===== config.mk =====
export PLATFORM = sky130hd
export DESIGN_NAME = ir_ac_cmd_scheduler
export DESIGN_NICKNAME = d
export VERILOG_FILES = /design/src/rtl/ir_ac_cmd_scheduler.sv
export SDC_FILE = /design/constraint.sdc
export NUM_CORES = 1
export LEC_CHECK = 0
export ABC_AREA = 1
export BUFFER_PORTS_ARGS = -buffer_cell sky130_fd_sc_hd__buf_2
export CELL_PAD_IN_SITES_DETAIL_PLACEMENT = 1
export CELL_PAD_IN_SITES_GLOBAL_PLACEMENT = 2
export CORE_MARGIN = 1
export CORE_UTILIZATION = 29
export CTS_CLUSTER_SIZE = 8
export DETAILED_ROUTE_END_ITERATION = 10
export PLACE_DENSITY = 0.85
export SYNTH_ARGS = -nofsm -noshare
export SYNTH_HDL_FRONTEND = slang
export SYNTH_SLANG_ARGS = --single-unit

===== constraint.sdc =====
create_clock -name clk -period 2.21 [get_ports clk]
set_clock_uncertainty 0.2 [all_clocks]
set_input_delay 0 -clock clk [delete_from_list [all_inputs] [get_ports clk]]
set_output_delay 0 -clock clk [all_outputs]
set_load 0.005 [all_outputs]

===== src/rtl/ir_ac_cmd_scheduler.sv =====
// ir_ac_cmd_scheduler
// Holds the air-conditioner user state (power, temperature, mode, fan), applies
// at most one keypad/sleep-timer request per cycle, snapshots the state into
// the two IR frame words and drives the transmitter handshake. Updates that
// arrive while a frame is being prepared, sent or spaced out are merged into
// one follow-up frame. A stalled transmitter is aborted after a timeout and
// the frame is retried.
module ir_ac_cmd_scheduler #(
    parameter int unsigned GAP_CYC     = 200000,
    parameter int unsigned TIMEOUT_CYC = 20000000,
    parameter logic [34:0] F35_CONST   = 35'h0_0840_0200,
    parameter logic [31:0] F32_CONST   = 32'h0804_0000
) (
    input  logic        clk,
    input  logic        rst,
    input  logic        key_pwr,
    input  logic        key_tup,
    input  logic        key_tdn,
    input  logic        key_mode,
    input  logic        key_fan,
    input  logic        tmr_off,
    input  logic        tx_busy,
    input  logic        tx_done,
    output logic        tx_start,
    output logic [34:0] tx_d35,
    output logic [31:0] tx_d32,
    output logic        power,
    output logic [4:0]  temp,
    output logic [2:0]  mode,
    output logic [1:0]  fan,
    output logic        pending,
    output logic        tx_err
);

    localparam int unsigned GAP_W = (GAP_CYC > 32'd0) ? $clog2(GAP_CYC + 32'd1) : 1;
    localparam int unsigned TO_W  = $clog2(TIMEOUT_CYC + 32'd1);
    localparam logic [GAP_W-1:0] GAP_LD  = GAP_W'(GAP_CYC);
    localparam logic [GAP_W-1:0] GAP_ONE = GAP_W'(1);
    localparam logic [TO_W-1:0]  TO_LIM  = TO_W'(TIMEOUT_CYC);
    localparam logic [TO_W-1:0]  TO_ONE  = TO_W'(1);

    localparam logic [4:0] TEMP_MIN = 5'd16;
    localparam logic [4:0] TEMP_MAX = 5'd30;
    localparam logic [4:0] TEMP_RST = 5'd26;
    localparam logic [2:0] MODE_MAX = 3'd4;

    // ST_LOAD is the cycle right after the snapshot edge: the frame words are
    // captured on the IDLE->LOAD edge so they are stable one cycle ahead of
    // tx_start, which rises on the LOAD->SEND edge.
    typedef enum logic [1:0] {
        ST_IDLE = 2'd0,
        ST_LOAD = 2'd1,
        ST_SEND = 2'd2,
        ST_WAIT = 2'd3
    } state_t;

    state_t            state_r;
    logic [GAP_W-1:0]  gap_r;
    logic [TO_W-1:0]   to_cnt_r;
    logic              power_r;
    logic [4:0]        temp_r;
    logic [2:0]        mode_r;
    logic [1:0]        fan_r;
    logic              pending_r;
    logic              tx_start_r;
    logic              tx_err_r;
    logic [34:0]       tx_d35_r;
    logic [31:0]       tx_d32_r;

    logic              nxt_power_s;
    logic [4:0]        nxt_temp_s;
    logic [2:0]        nxt_mode_s;
    logic [1:0]        nxt_fan_s;
    logic              applied_s;

    // Temperature offset above the 16 degC floor, as carried in the frame.
    function automatic logic [3:0] temp_ofs(input logic [4:0] t);
        temp_ofs = 4'(t - TEMP_MIN);
    endfunction

    // 35-bit frame word: constant upper bits with the state fields in [9:0].
    function automatic logic [34:0] enc_d35(input logic p, input logic [4:0] t,
                                            input logic [2:0] m, input logic [1:0] f);
        enc_d35 = {F35_CONST[34:10], temp_ofs(t), f, p, m};
    endfunction

    // 32-bit frame word: constant upper bits with a mod-16 field checksum.
    function automatic logic [31:0] enc_d32(input logic p, input logic [4:0] t,
                                            input logic [2:0] m, input logic [1:0] f);
        logic [3:0] sum;
        sum     = {1'b0, m} + {3'b000, p} + {2'b00, f} + temp_ofs(t);
        enc_d32 = {F32_CONST[31:4], sum};
    endfunction

    // Pick the highest-priority effective request and compute the next user state.
    // A timer power-off while already off is not a request, so key_pwr may still win.
    always_comb begin
        nxt_power_s = power_r;
        nxt_temp_s  = temp_r;
        nxt_mode_s  = mode_r;
        nxt_fan_s   = fan_r;
        applied_s   = 1'b0;
        if (tmr_off && power_r) begin
            nxt_power_s = 1'b0;
            applied_s   = 1'b1;
        end else if (key_pwr) begin
            nxt_power_s = ~power_r;
            applied_s   = 1'b1;
        end else if (!power_r) begin
            applied_s   = 1'b0;
        end else if (key_mode) begin
            nxt_mode_s  = (mode_r == MODE_MAX) ? 3'd0 : (mode_r + 3'd1);
            applied_s   = 1'b1;
        end else if (key_fan) begin
            nxt_fan_s   = fan_r + 2'd1;
            applied_s   = 1'b1;
        end else if (key_tup) begin
            if (temp_r < TEMP_MAX) begin
                nxt_temp_s = temp_r + 5'd1;
                applied_s  = 1'b1;
            end else begin
                applied_s  = 1'b0;
            end
        end else if (key_tdn) begin
            if (temp_r > TEMP_MIN) begin
                nxt_temp_s = temp_r - 5'd1;
                applied_s  = 1'b1;
            end else begin
                applied_s  = 1'b0;
            end
        end else begin
            applied_s   = 1'b0;
        end
    end

    // User state registers, frame sequencer, inter-frame gap and timeout counters.
    always_ff @(posedge clk or negedge rst) begin
        if (!rst) begin
            state_r    <= ST_IDLE;
            gap_r      <= '0;
            to_cnt_r   <= '0;
            power_r    <= 1'b0;
            temp_r     <= TEMP_RST;
            mode_r     <= 3'd0;
            fan_r      <= 2'd0;
            pending_r  <= 1'b0;
            tx_start_r <= 1'b0;
            tx_err_r   <= 1'b0;
            tx_d35_r   <= 35'd0;
            tx_d32_r   <= 32'd0;
        end else begin
            power_r    <= nxt_power_s;
            temp_r     <= nxt_temp_s;
            mode_r     <= nxt_mode_s;
            fan_r      <= nxt_fan_s;
            tx_start_r <= 1'b0;
            tx_err_r   <= 1'b0;
            if (gap_r != '0) begin
                gap_r <= gap_r - GAP_ONE;
            end else begin
                gap_r <= gap_r;
            end
            case (state_r)
                ST_IDLE: begin
                    if (pending_r && (gap_r == '0) && !tx_busy) begin
                        // Snapshot the pre-edge state; a request on this edge re-arms pending.
                        tx_d35_r  <= enc_d35(power_r, temp_r, mode_r, fan_r);
                        tx_d32_r  <= enc_d32(power_r, temp_r, mode_r, fan_r);
                        pending_r <= applied_s;
                        state_r   <= ST_LOAD;
                    end else begin
                        pending_r <= pending_r | applied_s;
                    end
                end
                ST_LOAD: begin
                    tx_start_r <= 1'b1;
                    to_cnt_r   <= '0;
                    pending_r  <= pending_r | applied_s;
                    state_r    <= ST_SEND;
                end
                ST_SEND: begin
                    to_cnt_r   <= TO_ONE;
                    pending_r  <= pending_r | applied_s;
                    state_r    <= ST_WAIT;
                end
                ST_WAIT: begin
                    if (tx_done) begin
                        gap_r     <= GAP_LD;
                        pending_r <= pending_r | applied_s;
                        state_r   <= ST_IDLE;
                    end else if (to_cnt_r == TO_LIM) begin
                        // Transmitter stalled: abort and force a retry after the gap.
                        tx_err_r  <= 1'b1;
                        pending_r <= 1'b1;
                        gap_r     <= GAP_LD;
                        state_r   <= ST_IDLE;
                    end else begin
                        to_cnt_r  <= to_cnt_r + TO_ONE;
                        pending_r <= pending_r | applied_s;
                    end
                end
                default: begin
                    pending_r <= pending_r | applied_s;
                    state_r   <= ST_IDLE;
                end
            endcase
        end
    end

    assign tx_start = tx_start_r;
    assign tx_err   = tx_err_r;
    assign tx_d35   = tx_d35_r;
    assign tx_d32   = tx_d32_r;
    assign power    = power_r;
    assign temp     = temp_r;
    assign mode     = mode_r;
    assign fan      = fan_r;
    assign pending  = pending_r;

endmodule


==> impl_metrics.py <==
metrics = {
    "run_status": {
        "outcome": "complete, no violations",
    },
    "sta": {
        "post-route-min-period_ns": 2.10,
        "hold_viol_final": 0,
        "finalSetupTns_ns": 0,
        "setup_viol_count_final": 0,
        "post-route-period-util": 0.951,
        "rsz0062_at_grt": "no",
        "fmax_mhz": 476,
        "timing.final.max_slew_violations": 0,
    },
    "worst_hold_path": {
        "hold_path_depth": 5,
        "hold_crit_path_type": "primary input to flip-flop",
        "min_from": "key_tup",
    },
    "routing": {
        "final_antenna_net_count": 0,
        "route.vias.total": 4419,
        "viasPerCell": 4.50,
        "detailedRoute.firstPassIterationCount": 4,
        "drc_viols": 0,
        "drt_first_iter_violations": 196,
        "routed_wirelength_mm": 13.9,
        "route.detailed.wl_per_inst_um": 14.1,
    },
    "setup_path": {
        "critical_path_buf_inv_count": 1,
        "ff2ff_setup_slack_ns": 0.11,
        "criticalPathCategory": "flip-flop to flip-flop",
        "worst-endpoint-arrival_ns": 2.14,
        "crit_path_cell_trace": "fa_1 -> ha_2 -> inv_1 -> fa_1 -> xor2_1 -> o21ai_2",
        "sort_of_element_at_the_end_of_the_critical_path": "flip-flop",
        "critical_path.startpoint": "power",
        "cell_with_the_most_instances_on_the_worst_path": "sky130_fd_sc_hd__fa_1",
        "critical_path_cell_count": 6,
        "worst-path-max-fanout": 2,
        "crit_slowest_cell": "sky130_fd_sc_hd__fa_1",
        "delay_heaviest_family_cp": "adder cells",
        "regToRegStartpoint": "power",
        "critical_path_required_ns": 2.25,
        "endpoint": "tx_d32[2]",
        "critical_path.reg2reg.endpoint": "tx_d32[2]",
        "slowest_delay_ns": 0.54,
        "timing.reg2reg.worst_path_depth": 6,
        "worst_setup_path_start_kind": "flip-flop",
    },
    "power_and_ir_drop": {
        "power_density_mw_per_mm2": 760,
        "power.static_leakage_nw": 2.84,
        "vdd_ir_drop_max_mv": 0.450,
    },
    "final_layout": {
        "area_growth_syn_to_layout_pct": 16.7,
        "seq_area_sq_mm": 0.00186,
        "nNetsFinal": 782,
        "number_of_inserted_diodes": 0,
        "fillCellCount": 2115,
        "multi_input_area_sq_mm": 0.00273,
        "drive_gt1_frac": 0.165,
        "finish.cell_count_without_fillers": 981,
    },
    "clocking": {
        "cts.repair_timing.setup_buffer_count": 0,
        "worst_setup_hold_path_clk_slew_ns": 0.07,
        "cts_tree": "built",
        "cts_num_sinks": 74,
        "cts_root_buffer": "sky130_fd_sc_hd__clkbuf_16",
        "tritoncts.num_buffers": 9,
        "cts-root-to-sink-buffers": 2,
        "cts-htree-levels": 3,
        "worst_skew_pair_later_pin_latency_ns": 0.35,
    },
    "grt": {
        "grt_pass1_wl_mm": 23.1,
        "gr-usage-all-layers": 0.163,
        "grt_remaining_overflow": 0,
        "grt_start_max_net_pins": 32,
        "antenna_found_initial": 0,
        "grt_pass1_vias": 4546,
    },
    "synthesis": {
        "netlist.top_cell.by_area": "sky130_fd_sc_hd__dfrtp_1",
        "postSynthAreaPerCell_sq_um": 7.50,
        "synth_top_cells_by_area": "sky130_fd_sc_hd__dfrtp_1, sky130_fd_sc_hd__nand2_1, sky130_fd_sc_hd__buf_4",
        "post-synth-top-area-fraction": 0.347,
        "synthDistinctLibCells": 44,
        "post_synth_inst_count": 682,
        "synth.top_cells.by_count": "sky130_fd_sc_hd__nand2_1, sky130_fd_sc_hd__nor2_1, sky130_fd_sc_hd__dfrtp_1",
        "most_used_flip_flop_cell_after_synthesis": "sky130_fd_sc_hd__dfrtp_1",
        "synth_edf_count": 0,
        "synth-seq-area-share": 0.363,
        "number_of_warnings_reported_in_the_yosys_synthesis_log": 0,
        "ys_ff_latch": 74,
        "async_reset_ff_frac": 1.00,
        "synthMostInstantiatedCell": "sky130_fd_sc_hd__nand2_1",
        "mappedNetlistArea_sq_mm": 0.00512,
    },
    "die": {
        "num_rows": 48,
        "floorplan.initialDensity": 0.297,
        "dieHeight_um": 135,
        "coreArea_sq_mm": 0.0172,
        "fp.dieArea_sq_mm": 0.0182,
        "ioPinCount": 91,
        "fp.dieW_um": 135,
    },
    "placement": {
        "buffer_ports.inserted": 41,
        "dp_cells": 954,
        "detailedPlacementHpwl_mm": 10.1,
        "gpl.final_weighted_congestion": 0.759,
    },
    "flow_run": {
        "max_cap_check_violation_count": 0,
    },
}
-- cell usage in the layout, fill, tap and decap left out, drive strengths merged, types with 15 or more instances in the layout --
cell type | Yosys | final
dfrtp | 71 | 71
inv | 65 | 68
ha | 17 | 17
nand2 | 175 | 175
nor2 | 97 | 97
xor2 | 25 | 25
o21ai | 38 | 38
buf | 64 | 66
a21oi | 15 | 15
conb | 1 | 49
nor3 | 18 | 18
nand3 | 55 | 56
-- through the flow --
step / utilization / setup slack, ns / cell area, sq um / power, mW / hold slack, ns
5_1_grt: 0.347 / 0.00382 / 5970 / 4.83 / 0.0604
4_1_cts: 0.345 / 0.0285 / 5950 / 4.61 / 0.0293
3_5_place_dp: 0.318 / 0.119 / 5490 / 2.77 / -0.202
2_1_floorplan: - / 0.137 / 5300 / 2.41 / -0.496
3_3_place_gp: 0.318 / 0.123 / 5490 / 2.74 / -0.207
6_report: 0.347 / 0.109 / 5970 / 4.54 / 0.0290
-- repair_timing --
action | 4_1_cts | 5_1_grt
endpoints found under the setup margin | 0 | 16
resized for setup | 0 | 3
hold endpoints to repair | 87 | 0
hold buffers | 10 | 0
-- logic make-up (layout without fill, tap and decap cells) --
kind of cell | count (synthesis) | after routing | synth area share
AND/OR/NAND/NOR | 364 | 365 | 0.310
buffers and inverters | 133 | 158 | 0.145
flip-flops | 74 | 74 | 0.363
AO/OA/AOI/OAI | 58 | 58 | 0.0714
XOR/XNOR | 31 | 31 | 0.0531
adder cells (fa/ha/maj) | 21 | 21 | 0.0572
other | 1 | 49 | 0.000733
-- sequential cells by signal, summed over array words and instances (netlist names) --
| register | count |
|---|---|
| to_cnt_r | 25 |
| gap_r | 18 |
| tx_d35 | 10 |
| temp | 5 |
| tx_d32 | 5 |
| mode | 3 |
| fan | 2 |
| state_r | 2 |
| pending | 1 |
| power | 1 |
| tx_err | 1 |
| tx_start | 1 |
-- worst reg2reg max path, cell delays in order, from the launching register on --
cell	delay, ns
sky130_fd_sc_hd__dfrtp_1	0.40
sky130_fd_sc_hd__fa_1	0.54
sky130_fd_sc_hd__ha_2	0.17
sky130_fd_sc_hd__inv_1	0.05
sky130_fd_sc_hd__fa_1	0.37
sky130_fd_sc_hd__xor2_1	0.17
sky130_fd_sc_hd__o21ai_2	0.08
-- layout make-up --
type,instances,share of cell area
multi-input cells,524,0.456
repair buffers,75,0.0855
inverters,67,0.0421
flip-flops and latches,74,0.311
clock buffers,9,0.0377
clock inverters,7,0.0207
well taps,225,0.0471
-- worst min-delay path by stage --
| stage | end | slack [ns] |
|---|---|---|
| finish | temp[4] | 0.03 |
| global route | to_cnt_r[2] | 0.06 |
| CTS | temp[4] | 0.03 |
| detailed placement | to_cnt_r[15] | -0.20 |
| global placement | to_cnt_r[23] | -0.21 |
| floorplan | fan[0] | -0.50 |
-- routing by layer --
metal  wire [um]  up-vias  global-route usage
li1            -     2205                   -
met4         208        0              0.0599
met2        6540       66               0.266
met5           0        -                   0
met3         449       11              0.0289
met1        6680     2137               0.214
-- where the power goes --
| group | switching [mW] | internal, mW |
|---|---|---|
| Combinational | 0.672 | 0.523 |
| Clock | 0.647 | 1.12 |
| Sequential | 0.114 | 1.47 |
Power figures use the tool's default switching activity.
